File: src/rtl/alarm_ringer_if.sv
// alarm_ringer_if: bundles the alarm ringer's mode/alarm/key inputs and buzzer/status outputs.
// Rev 1.0
`default_nettype none

interface alarm_ringer_if;
  logic [2:0] sys_status;
  logic       reach_alarm_time;
  logic       sec_tick;
  logic [3:0] neg_keys_filtered;
  logic       buzzer;
  logic       ringing;
  logic       snoozing;
  logic [2:0] snooze_left;
  logic       missed;

  modport master (
    output sys_status, reach_alarm_time, sec_tick, neg_keys_filtered,
    input  buzzer, ringing, snoozing, snooze_left, missed
  );

  modport slave (
    input  sys_status, reach_alarm_time, sec_tick, neg_keys_filtered,
    output buzzer, ringing, snoozing, snooze_left, missed
  );
endinterface

`default_nettype wire

File: src/rtl/alarm_ringer.sv
// alarm_ringer: ring/snooze/dismiss FSM with tone generator; ALARM_BEEP_PATTERN_EN adds 1 s on/off beeping.
// Rev 1.0
`default_nettype none

module alarm_ringer #(
  parameter logic [15:0] TONE_DIV      = 16'd25000,
  parameter logic [15:0] RING_SECS     = 16'd60,
  parameter logic [15:0] SNOOZE_SECS   = 16'd300,
  parameter logic [2:0]  MAX_SNOOZE    = 3'd3,
  parameter logic [2:0]  S_ALARMTUNING = 3'd5,
  parameter logic [3:0]  K_SNOOZE      = 4'b0100,
  parameter logic [3:0]  K_DISMISS     = 4'b1000
) (
  input  wire logic      clk,
  input  wire logic      rst_n,
  alarm_ringer_if.slave  bus
);

  typedef enum logic [1:0] {
    ST_IDLE    = 2'd0,
    ST_RINGING = 2'd1,
    ST_SNOOZE  = 2'd2
  } state_t;

  state_t      r_state;
  logic        r_reach_d;
  logic        r_ringing;
  logic        r_snoozing;
  logic        r_missed;
  logic [2:0]  r_snooze_left;
  logic [15:0] r_ring_cnt;
  logic [15:0] r_snz_cnt;
  logic [15:0] r_tone_cnt;
  logic        r_tone;

  logic w_trig;
  logic w_tuning;
  logic w_dismiss;
  logic w_snooze_key;
  logic w_key_any;

  assign w_trig       = bus.reach_alarm_time & ~r_reach_d;
  assign w_tuning     = (bus.sys_status == S_ALARMTUNING);
  assign w_dismiss    = (bus.neg_keys_filtered == K_DISMISS);
  assign w_snooze_key = (bus.neg_keys_filtered == K_SNOOZE);
  assign w_key_any    = (bus.neg_keys_filtered != 4'd0);

  always_ff @(posedge clk or negedge rst_n) begin
    if (!rst_n) begin
      r_state       <= ST_IDLE;
      r_reach_d     <= 1'b0;
      r_ringing     <= 1'b0;
      r_snoozing    <= 1'b0;
      r_missed      <= 1'b0;
      r_snooze_left <= MAX_SNOOZE;
      r_ring_cnt    <= 16'd0;
      r_snz_cnt     <= 16'd0;
    end else begin
      r_reach_d <= bus.reach_alarm_time;
      // Clear first so a timeout set later in this block takes precedence.
      if (w_key_any || (w_trig && !w_tuning))
        r_missed <= 1'b0;

      if (w_tuning) begin
        r_state    <= ST_IDLE;
        r_ringing  <= 1'b0;
        r_snoozing <= 1'b0;
      end else begin
        case (r_state)
          ST_IDLE: begin
            if (w_trig) begin
              r_state       <= ST_RINGING;
              r_ringing     <= 1'b1;
              r_ring_cnt    <= RING_SECS;
              r_snooze_left <= MAX_SNOOZE;
            end
          end
          ST_RINGING: begin
            if (w_dismiss) begin
              r_state   <= ST_IDLE;
              r_ringing <= 1'b0;
            end else if (w_snooze_key && (r_snooze_left != 3'd0)) begin
              r_state       <= ST_SNOOZE;
              r_ringing     <= 1'b0;
              r_snoozing    <= 1'b1;
              r_snooze_left <= r_snooze_left - 3'd1;
              r_snz_cnt     <= SNOOZE_SECS;
            end else if (bus.sec_tick) begin
              if (r_ring_cnt == 16'd1) begin
                r_state   <= ST_IDLE;
                r_ringing <= 1'b0;
                r_missed  <= 1'b1;
              end else begin
                r_ring_cnt <= r_ring_cnt - 16'd1;
              end
            end
          end
          ST_SNOOZE: begin
            if (w_dismiss) begin
              r_state    <= ST_IDLE;
              r_snoozing <= 1'b0;
            end else if (bus.sec_tick) begin
              if (r_snz_cnt == 16'd1) begin
                r_state    <= ST_RINGING;
                r_snoozing <= 1'b0;
                r_ringing  <= 1'b1;
                r_ring_cnt <= RING_SECS;
              end else begin
                r_snz_cnt <= r_snz_cnt - 16'd1;
              end
            end
          end
          default: begin
            r_state    <= ST_IDLE;
            r_ringing  <= 1'b0;
            r_snoozing <= 1'b0;
          end
        endcase
      end
    end
  end

  // Tone only advances while ringing, so every ring starts from a silent half-period.
  always_ff @(posedge clk or negedge rst_n) begin
    if (!rst_n) begin
      r_tone_cnt <= 16'd0;
      r_tone     <= 1'b0;
    end else if (r_state != ST_RINGING) begin
      r_tone_cnt <= 16'd0;
      r_tone     <= 1'b0;
    end else if (r_tone_cnt == (TONE_DIV - 16'd1)) begin
      r_tone_cnt <= 16'd0;
      r_tone     <= ~r_tone;
    end else begin
      r_tone_cnt <= r_tone_cnt + 16'd1;
    end
  end

`ifdef ALARM_BEEP_PATTERN_EN
  logic r_beep_phase;

  always_ff @(posedge clk or negedge rst_n) begin
    if (!rst_n)
      r_beep_phase <= 1'b0;
    else if (r_state != ST_RINGING)
      r_beep_phase <= 1'b0;
    else if (bus.sec_tick)
      r_beep_phase <= ~r_beep_phase;
  end

  assign bus.buzzer = r_tone & r_ringing & ~r_beep_phase;
`else
  assign bus.buzzer = r_tone & r_ringing;
`endif

  assign bus.ringing     = r_ringing;
  assign bus.snoozing    = r_snoozing;
  assign bus.snooze_left = r_snooze_left;
  assign bus.missed      = r_missed;

endmodule

`default_nettype wire

File: src/flat_wrapper.sv
// flat-port wrapper written by rule: the top's interface ports become plain ports
module alarm_ringer_flat 
#(
  parameter logic [15:0] TONE_DIV      = 16'd25000,
  parameter logic [15:0] RING_SECS     = 16'd60,
  parameter logic [15:0] SNOOZE_SECS   = 16'd300,
  parameter logic [2:0]  MAX_SNOOZE    = 3'd3,
  parameter logic [2:0]  S_ALARMTUNING = 3'd5,
  parameter logic [3:0]  K_SNOOZE      = 4'b0100,
  parameter logic [3:0]  K_DISMISS     = 4'b1000
)
  (clk, rst_n, bus_sys_status, bus_reach_alarm_time, bus_sec_tick, bus_neg_keys_filtered, bus_buzzer, bus_ringing, bus_snoozing, bus_snooze_left, bus_missed);
  alarm_ringer_if bus_i ();
  input  wire logic clk;
  input  wire logic rst_n;
  input wire logic [$bits(bus_i.sys_status)-1:0] bus_sys_status;
  input wire logic [$bits(bus_i.reach_alarm_time)-1:0] bus_reach_alarm_time;
  input wire logic [$bits(bus_i.sec_tick)-1:0] bus_sec_tick;
  input wire logic [$bits(bus_i.neg_keys_filtered)-1:0] bus_neg_keys_filtered;
  output wire logic [$bits(bus_i.buzzer)-1:0] bus_buzzer;
  output wire logic [$bits(bus_i.ringing)-1:0] bus_ringing;
  output wire logic [$bits(bus_i.snoozing)-1:0] bus_snoozing;
  output wire logic [$bits(bus_i.snooze_left)-1:0] bus_snooze_left;
  output wire logic [$bits(bus_i.missed)-1:0] bus_missed;
  assign bus_i.sys_status = bus_sys_status;
  assign bus_i.reach_alarm_time = bus_reach_alarm_time;
  assign bus_i.sec_tick = bus_sec_tick;
  assign bus_i.neg_keys_filtered = bus_neg_keys_filtered;
  assign bus_buzzer = bus_i.buzzer;
  assign bus_ringing = bus_i.ringing;
  assign bus_snoozing = bus_i.snoozing;
  assign bus_snooze_left = bus_i.snooze_left;
  assign bus_missed = bus_i.missed;
  alarm_ringer #(.TONE_DIV(TONE_DIV), .RING_SECS(RING_SECS), .SNOOZE_SECS(SNOOZE_SECS), .MAX_SNOOZE(MAX_SNOOZE), .S_ALARMTUNING(S_ALARMTUNING), .K_SNOOZE(K_SNOOZE), .K_DISMISS(K_DISMISS)) u_core (.clk(clk), .rst_n(rst_n), .bus(bus_i));
endmodule
File: config.mk
export PLATFORM = sky130hd
export DESIGN_NAME = alarm_ringer_flat
export DESIGN_NICKNAME = d
export VERILOG_FILES = /design/src/rtl/alarm_ringer_if.sv /design/src/rtl/alarm_ringer.sv /design/src/flat_wrapper.sv
export SDC_FILE = /design/constraint.sdc
export NUM_CORES = 1
export LEC_CHECK = 0
export ABC_AREA = 1
export CAP_MARGIN = 10
export CORE_MARGIN = 3
export CORE_UTILIZATION = 26
export CTS_CLUSTER_DIAMETER = 30
export CTS_CLUSTER_SIZE = 12
export DETAILED_ROUTE_END_ITERATION = 10
export PLACE_DENSITY = 0.4
export SYNTH_ARGS = -nofsm -noshare
export SYNTH_HDL_FRONTEND = slang
export SYNTH_SLANG_ARGS = --single-unit
export TNS_END_PERCENT = 30
File: constraint.sdc
create_clock -name clk -period 3.4 [get_ports clk]
set_input_delay 0.34 -clock clk [delete_from_list [all_inputs] [get_ports clk]]
set_output_delay 0.34 -clock clk [all_outputs]
set_load 0.05 [all_outputs]
After elaboration in Yosys (flattened, before gate mapping)
Cells that the tools add are included.
Word-level totals
  register bits after elaboration: 58
  input port bits: 11
  output and inout bits: 7
  logic and storage cells: 123
Cells by class
  $add $sub $neg: 4
  equality and inequality tests: 30
  multiplexer cells: 57
  bitwise operators: 5
  reductions and logical operators: 17
Operators with widths (number)
  2-to-1 mux 16 bit: 15
  one-hot mux 16 bit (3 select lines): 1
  == test 16 x 1 -> 1 bit (second input constant): 2
  one-hot mux 16 bit (2 select lines): 1
  subtractor 16 x 1 -> 16 bit (second input constant): 2
  2-to-1 mux 1 bit: 24
  2-to-1 mux 2 bit: 9
  adder 16 x 1 -> 16 bit (second input constant): 1
  == test 16 x 15 -> 1 bit (second input constant): 1
  AND reduction 5 bit: 3
  != test 2 bit (second input constant): 7
  != test 2 x 1 -> 1 bit (second input constant): 5
  AND reduction 10 bit: 1
  2-to-1 mux 3 bit: 3
  != test 3 x 1 -> 1 bit (second input constant): 3
  != test 3 x 2 -> 1 bit (second input constant): 3
  AND reduction 7 bit: 1
  one-hot mux 1 bit (3 select lines): 2
  one-hot mux 2 bit (3 select lines): 1
  one-hot mux 3 bit (2 select lines): 1
  AND reduction 6 bit: 1
  nonzero test 2 bit: 3
  nonzero test 3 bit: 2
  != test 5 x 1 -> 1 bit (second input constant): 1
  16 further kinds: 20

Depth between registers and ports, before layout
  depth in word-level cells: 11
  depth in mapped cells: 12
  gate-level depth less buffers: 11

Worst setup path after synthesis
OpenSTA, ideal clock, no wires.
  path kind: reg2reg
  start: register u_core.r_snooze_left[0] (netlist: u_core.bus.snooze_left[0])
  end: register u_core.r_snz_cnt[6]
  library setup time: 0.116 ns
  arrival time: 1.821 ns
  slack: 1.463 ns
  cell stages (with the launch flop): 13
  buffers on the path: 2
  clock period less this slack: 1.937 ns
  path through: dfstp_2 inv_1 ha_1 nand2_1 nand3_1 nand2_1 nand3_1 inv_1 nand2_2 buf_6 buf_12 nand2_1 nand2_1
On the way
  longest elaborated chain between the ends: 4
Ends and longest elaborated chain
  start, declared: line alarm_ringer.sv:30  | logic [2:0] r_snooze_left;
  start signal, assigned: line alarm_ringer.sv:86  | r_snooze_left <= r_snooze_left - 3'd1;
  nonzero test 3 bit: line alarm_ringer.sv:82  | end else if (w_snooze_key && (r_snooze_left != 3'd0)) begin
  logical AND 1 bit: line alarm_ringer.sv:82
  != test 2 x 1 -> 1 bit (no source line)
  AND reduction 7 bit (no source line)
  end signal, assigned: line alarm_ringer.sv:109  | r_snz_cnt <= r_snz_cnt - 16'd1;
  end, declared: line alarm_ringer.sv:32  | logic [15:0] r_snz_cnt;
No other way between the ends.
A chain may end at the register's enable or synchronous reset.

Worst setup path in the final report
  start: register u_core.r_state[1]
  end: register u_core.r_snz_cnt[4]
On the way
  longest elaborated chain between the ends: 3
  elaborated cells on any way between the ends: 10
  those cells by class: eq/ne (7); mux (1); reduce/logical (2)
Ends and longest elaborated chain
  start, declared: line alarm_ringer.sv:25  | state_t r_state;
  start signal, assigned: line alarm_ringer.sv:50  | r_state <= ST_IDLE;
  start signal, assigned: line alarm_ringer.sv:65  | r_state <= ST_IDLE;
  start signal, assigned: line alarm_ringer.sv:72  | r_state <= ST_RINGING;
  == test 2 bit or == test 2 x 1 -> 1 bit (tied branches): line alarm_ringer.sv:69  | case (r_state)
  != test 2 bit (no source line), or another cell as far along
  AND reduction 7 bit (no source line)
Parallel ways exist; a longest one is shown, timed or not.

==> insert_results.sql <==
INSERT INTO impl_metrics (metric_group, metric, value, unit) VALUES
('worst_setup_path', 'max_stage_delay', '0.42', 'ns'),
('die', 'floorplan.initialDensity', '26.69', '%'),
('die', 'vert_die_dim', '125.8', 'um'),
('die', 'die-area', '15830', 'um2'),
('detailed_routing', 'detailedRoute.firstIterationViolations', '149', ''),
('logic_synthesis', 'synth_seq_cells', '58', ''),
('final_layout', 'filler_cell_count', '1516', ''),
('power_and_ir_drop', 'static-leakage-power', '2.129', 'nW'),
('detailed_routing', 'routed_wl', '9.379', 'mm'),
('detailed_routing', 'route.detailed.drc', '0', ''),
('logic_synthesis', 'async_reset_ff_share', '100.0', '%'),
('run', 'max_cap_viol_count', '0', ''),
('min_path', 'worstHoldPathType', 'primary input to async pin', ''),
('placed_design', 'detailedPlacementHpwl', '6.562', 'mm'),
('placed_design', 'place.gp.congestion', '0.8406', ''),
('worst_setup_path', 'worst_path_max_delay_cell', 'nand2_2', ''),
('die', 'floorplan.rows', '43', ''),
('logic_synthesis', 'avgSynthCellArea', '6.863', 'um2'),
('timing', 'timing.fmax', '472.7', 'MHz'),
('placed_design', 'numPortBuffers', '17', ''),
('timing', 'timing.final.setup_violations', '0', ''),
('final_layout', 'seqCellArea', '1454', 'um2'),
('logic_synthesis', 'mappedNetlistNets', '562', ''),
('final_layout', 'multi_input_comb_area', '1974', 'um2'),
('die', 'core_area', '13990', 'um2'),
('worst_setup_path', 'crit_path_start_kind', 'flip-flop', ''),
('logic_synthesis', 'netlist_instances', '544', ''),
('clocking', 'post_cts_setup_inserts', '0', ''),
('worst_setup_path', 'crit_path_max_fanout', '29', ''),
('logic_synthesis', 'yosys.cell_types.count', '40', ''),
('worst_setup_path', 'critPathRequiredTime', '3.62', 'ns'),
('clocking', 'htreeDepth', '3', ''),
('final_layout', 'flow.area_growth_from_synthesis', '16.99', '%'),
('placed_design', 'dpl_cell_area', '4049', 'um2'),
('die', 'ioPinCount', '18', ''),
('worst_setup_path', 'crit_arrival', '2.34', 'ns'),
('clocking', 'tritoncts_clock_tree', 'built', ''),
('timing', 'timing.max_slew.rel_slack', '53.57', '%'),
('worst_setup_path', 'timing.reg2reg.setup_slack', '1.28', 'ns'),
('worst_setup_path', 'setup.worst_path.class', 'flip-flop to flip-flop', ''),
('logic_synthesis', 'synth_largest_area_cell', 'dfrtp_1', ''),
('clocking', 'clock-root-buffer', 'clkbuf_16', ''),
('outcome', 'run_status', 'finished, final reports clean', ''),
('detailed_routing', 'vias', '3301', ''),
('timing', 'final_period_minus_worst_setup_slack', '2.115', 'ns'),
('final_layout', 'finalNetCount', '581', ''),
('clocking', 'post_cts_resized', '0', ''),
('timing', 'report.final.hold_viol_count', '0', ''),
('clocking', 'clock_insertion_delay_worst_skew', '0.33', 'ns'),
('grt', 'antenna_found_initial', '0', ''),
('grt', 'global_route_wire_length_before_repair', '16.05', 'mm'),
('detailed_routing', 'detail-route-antenna-nets', '0', ''),
('worst_setup_path', 'worst_setup_path_end_kind', 'flip-flop', ''),
('timing', 'timing.final.crit_share', '62.21', '%'),
('final_layout', 'antennaDiodeCount', '0', ''),
('logic_synthesis', 'syn-cell-area', '3734', 'um2'),
('worst_setup_path', 'crit_buf_inv', '3', ''),
('power_and_ir_drop', 'power.ir.vdd_worst', '0.0002801', 'V'),
('grt', 'largest_net_degree_at_the_start_of_global_routing', '33', ''),
('logic_synthesis', 'yosysWarnings', '0', ''),
('logic_synthesis', 'synthFlopType', 'dfrtp_1', ''),
('detailed_routing', 'detail_route.vias_per_cell', '4.413', ''),
('clocking', 'cts.clk_slew.worst_paths', '0.05', 'ns'),
('detailed_routing', 'detailedRoute.firstPassIterationCount', '5', ''),
('timing', 'max_slew.worst_pin.slew', '0.6965', 'ns'),
('clocking', 'cts.sinks', '58', ''),
('grt', 'globalRoute.totalOverflow', '0', ''),
('logic_synthesis', 'yosys-top-cells-area', 'dfrtp_1 (38%), nand2_1 (18%), nor2_1 (8.6%)', ''),
('clocking', 'cts.path.max_buffers', '2', ''),
('timing', 'finClkSkew', '0.005645', 'ns'),
('grt', 'grt_util_all_layers', '12.59', '%');
sequential cells by signal, summed over array words and instances, names as in the netlist:
register                flops
u_core.r_ring_cnt          16
u_core.r_snz_cnt           16
u_core.r_tone_cnt          16
u_core.bus.snooze_left      3
u_core.r_state              2
u_core.bus.missed           1
u_core.bus.ringing          1
u_core.bus.snoozing         1
u_core.r_reach_d            1
u_core.r_tone               1
cell type report:
class | instances | area share, %
well taps | 180 | 5.156
inverters | 58 | 5.099
clock inverters | 6 | 1.833
repair buffers | 18 | 3.953
flip-flops and latches | 58 | 33.29
clock buffers | 10 | 5.471
multi-input cells | 418 | 45.20
layout by cell type, fill, tap and decap left out, types with 9 or more instances in the layout:
master / synthesis / layout
clkbuf_16: 0 / 9
inv_1: 55 / 55
nand2_1: 178 / 178
clkdlybuf4s50_1: 0 / 16
nor2_1: 86 / 86
o21ai_0: 26 / 26
nor3_1: 13 / 13
dfrtp_1: 56 / 56
nand3_1: 47 / 47
routing by layer:
| metal | routed length, um | up-vias | track usage, % |
|---|---|---|---|
| met4 | 103 | 0 | 5.741 |
| li1 | - | 1767 | - |
| met1 | 4671 | 1476 | 17.06 |
| met3 | 286 | 8 | 2.417 |
| met5 | 0 | - | 0 |
| met2 | 4318 | 50 | 19.48 |
through the flow:
stage / utilization (%) / total power, W / hold WS [ns] / worst slack, ns / cells
2_1_floorplan: - / 0.002231 / 0.04441 / 1.463 / 544
3_3_place_gp: 28.94 / 0.002533 / 0.4371 / 1.083 / 732
3_5_place_dp: 28.94 / 0.002547 / 0.4511 / 1.029 / 732
4_1_cts: 31.23 / 0.003566 / 0.08724 / 1.241 / 748
5_1_grt: 31.23 / 0.003841 / 0.1147 / 0.9862 / 748
6_report: 31.23 / 0.003499 / 0.05142 / 1.285 / 748
synth_stat cells (all sizes together), types with 2 or more instances:
library cell,count
nand4,6
ha,7
nor4,2
xor2,4
a21oi,4
nor2,95
nor3b,3
a31oi,2
nand2,181
nand3,47
nor3,13
dfrtp,56
buf,7
xnor2,6
o21ai,34
dfstp,2
inv,58
clkbuf,3
or2,7
path summary, 6_finish.rpt:
path,start,depth (start not counted),end
worst min-delay path,rst_n,1,u_core.r_snz_cnt[10]
worst max-delay path,u_core.r_state[1],9,u_core.r_snz_cnt[4]
max in group asynchronous,rst_n,2,u_core.r_ring_cnt[14]
min in group clk,u_core.bus.snoozing,2,u_core.bus.snoozing
worst max register to register,u_core.r_state[1],9,u_core.r_snz_cnt[4]
worst min register to register,u_core.bus.snoozing,2,u_core.bus.snoozing
report_power, final:
part / leakage [nW] / internal, W / switching [W] / total [W]
registers: 0.770 / 0.000847 / 0.000154 / 0.00100
logic: 1.20 / 0.000463 / 0.00104 / 0.00151
clock network: 0.162 / 0.000656 / 0.000334 / 0.000990
kinds of logic after synthesis:
| logic type | count (synthesis) | synth area share (%) |
|---|---|---|
| AO/OA/AOI/OAI | 45 | 7.071 |
| XOR/XNOR | 10 | 2.346 |
| adder cells (fa/ha/maj) | 7 | 2.346 |
| buffers and inverters | 68 | 8.177 |
| flip-flops | 58 | 38.94 |
| AND/OR/NAND/NOR | 356 | 41.12 |
Power figures use the tool's default switching activity.
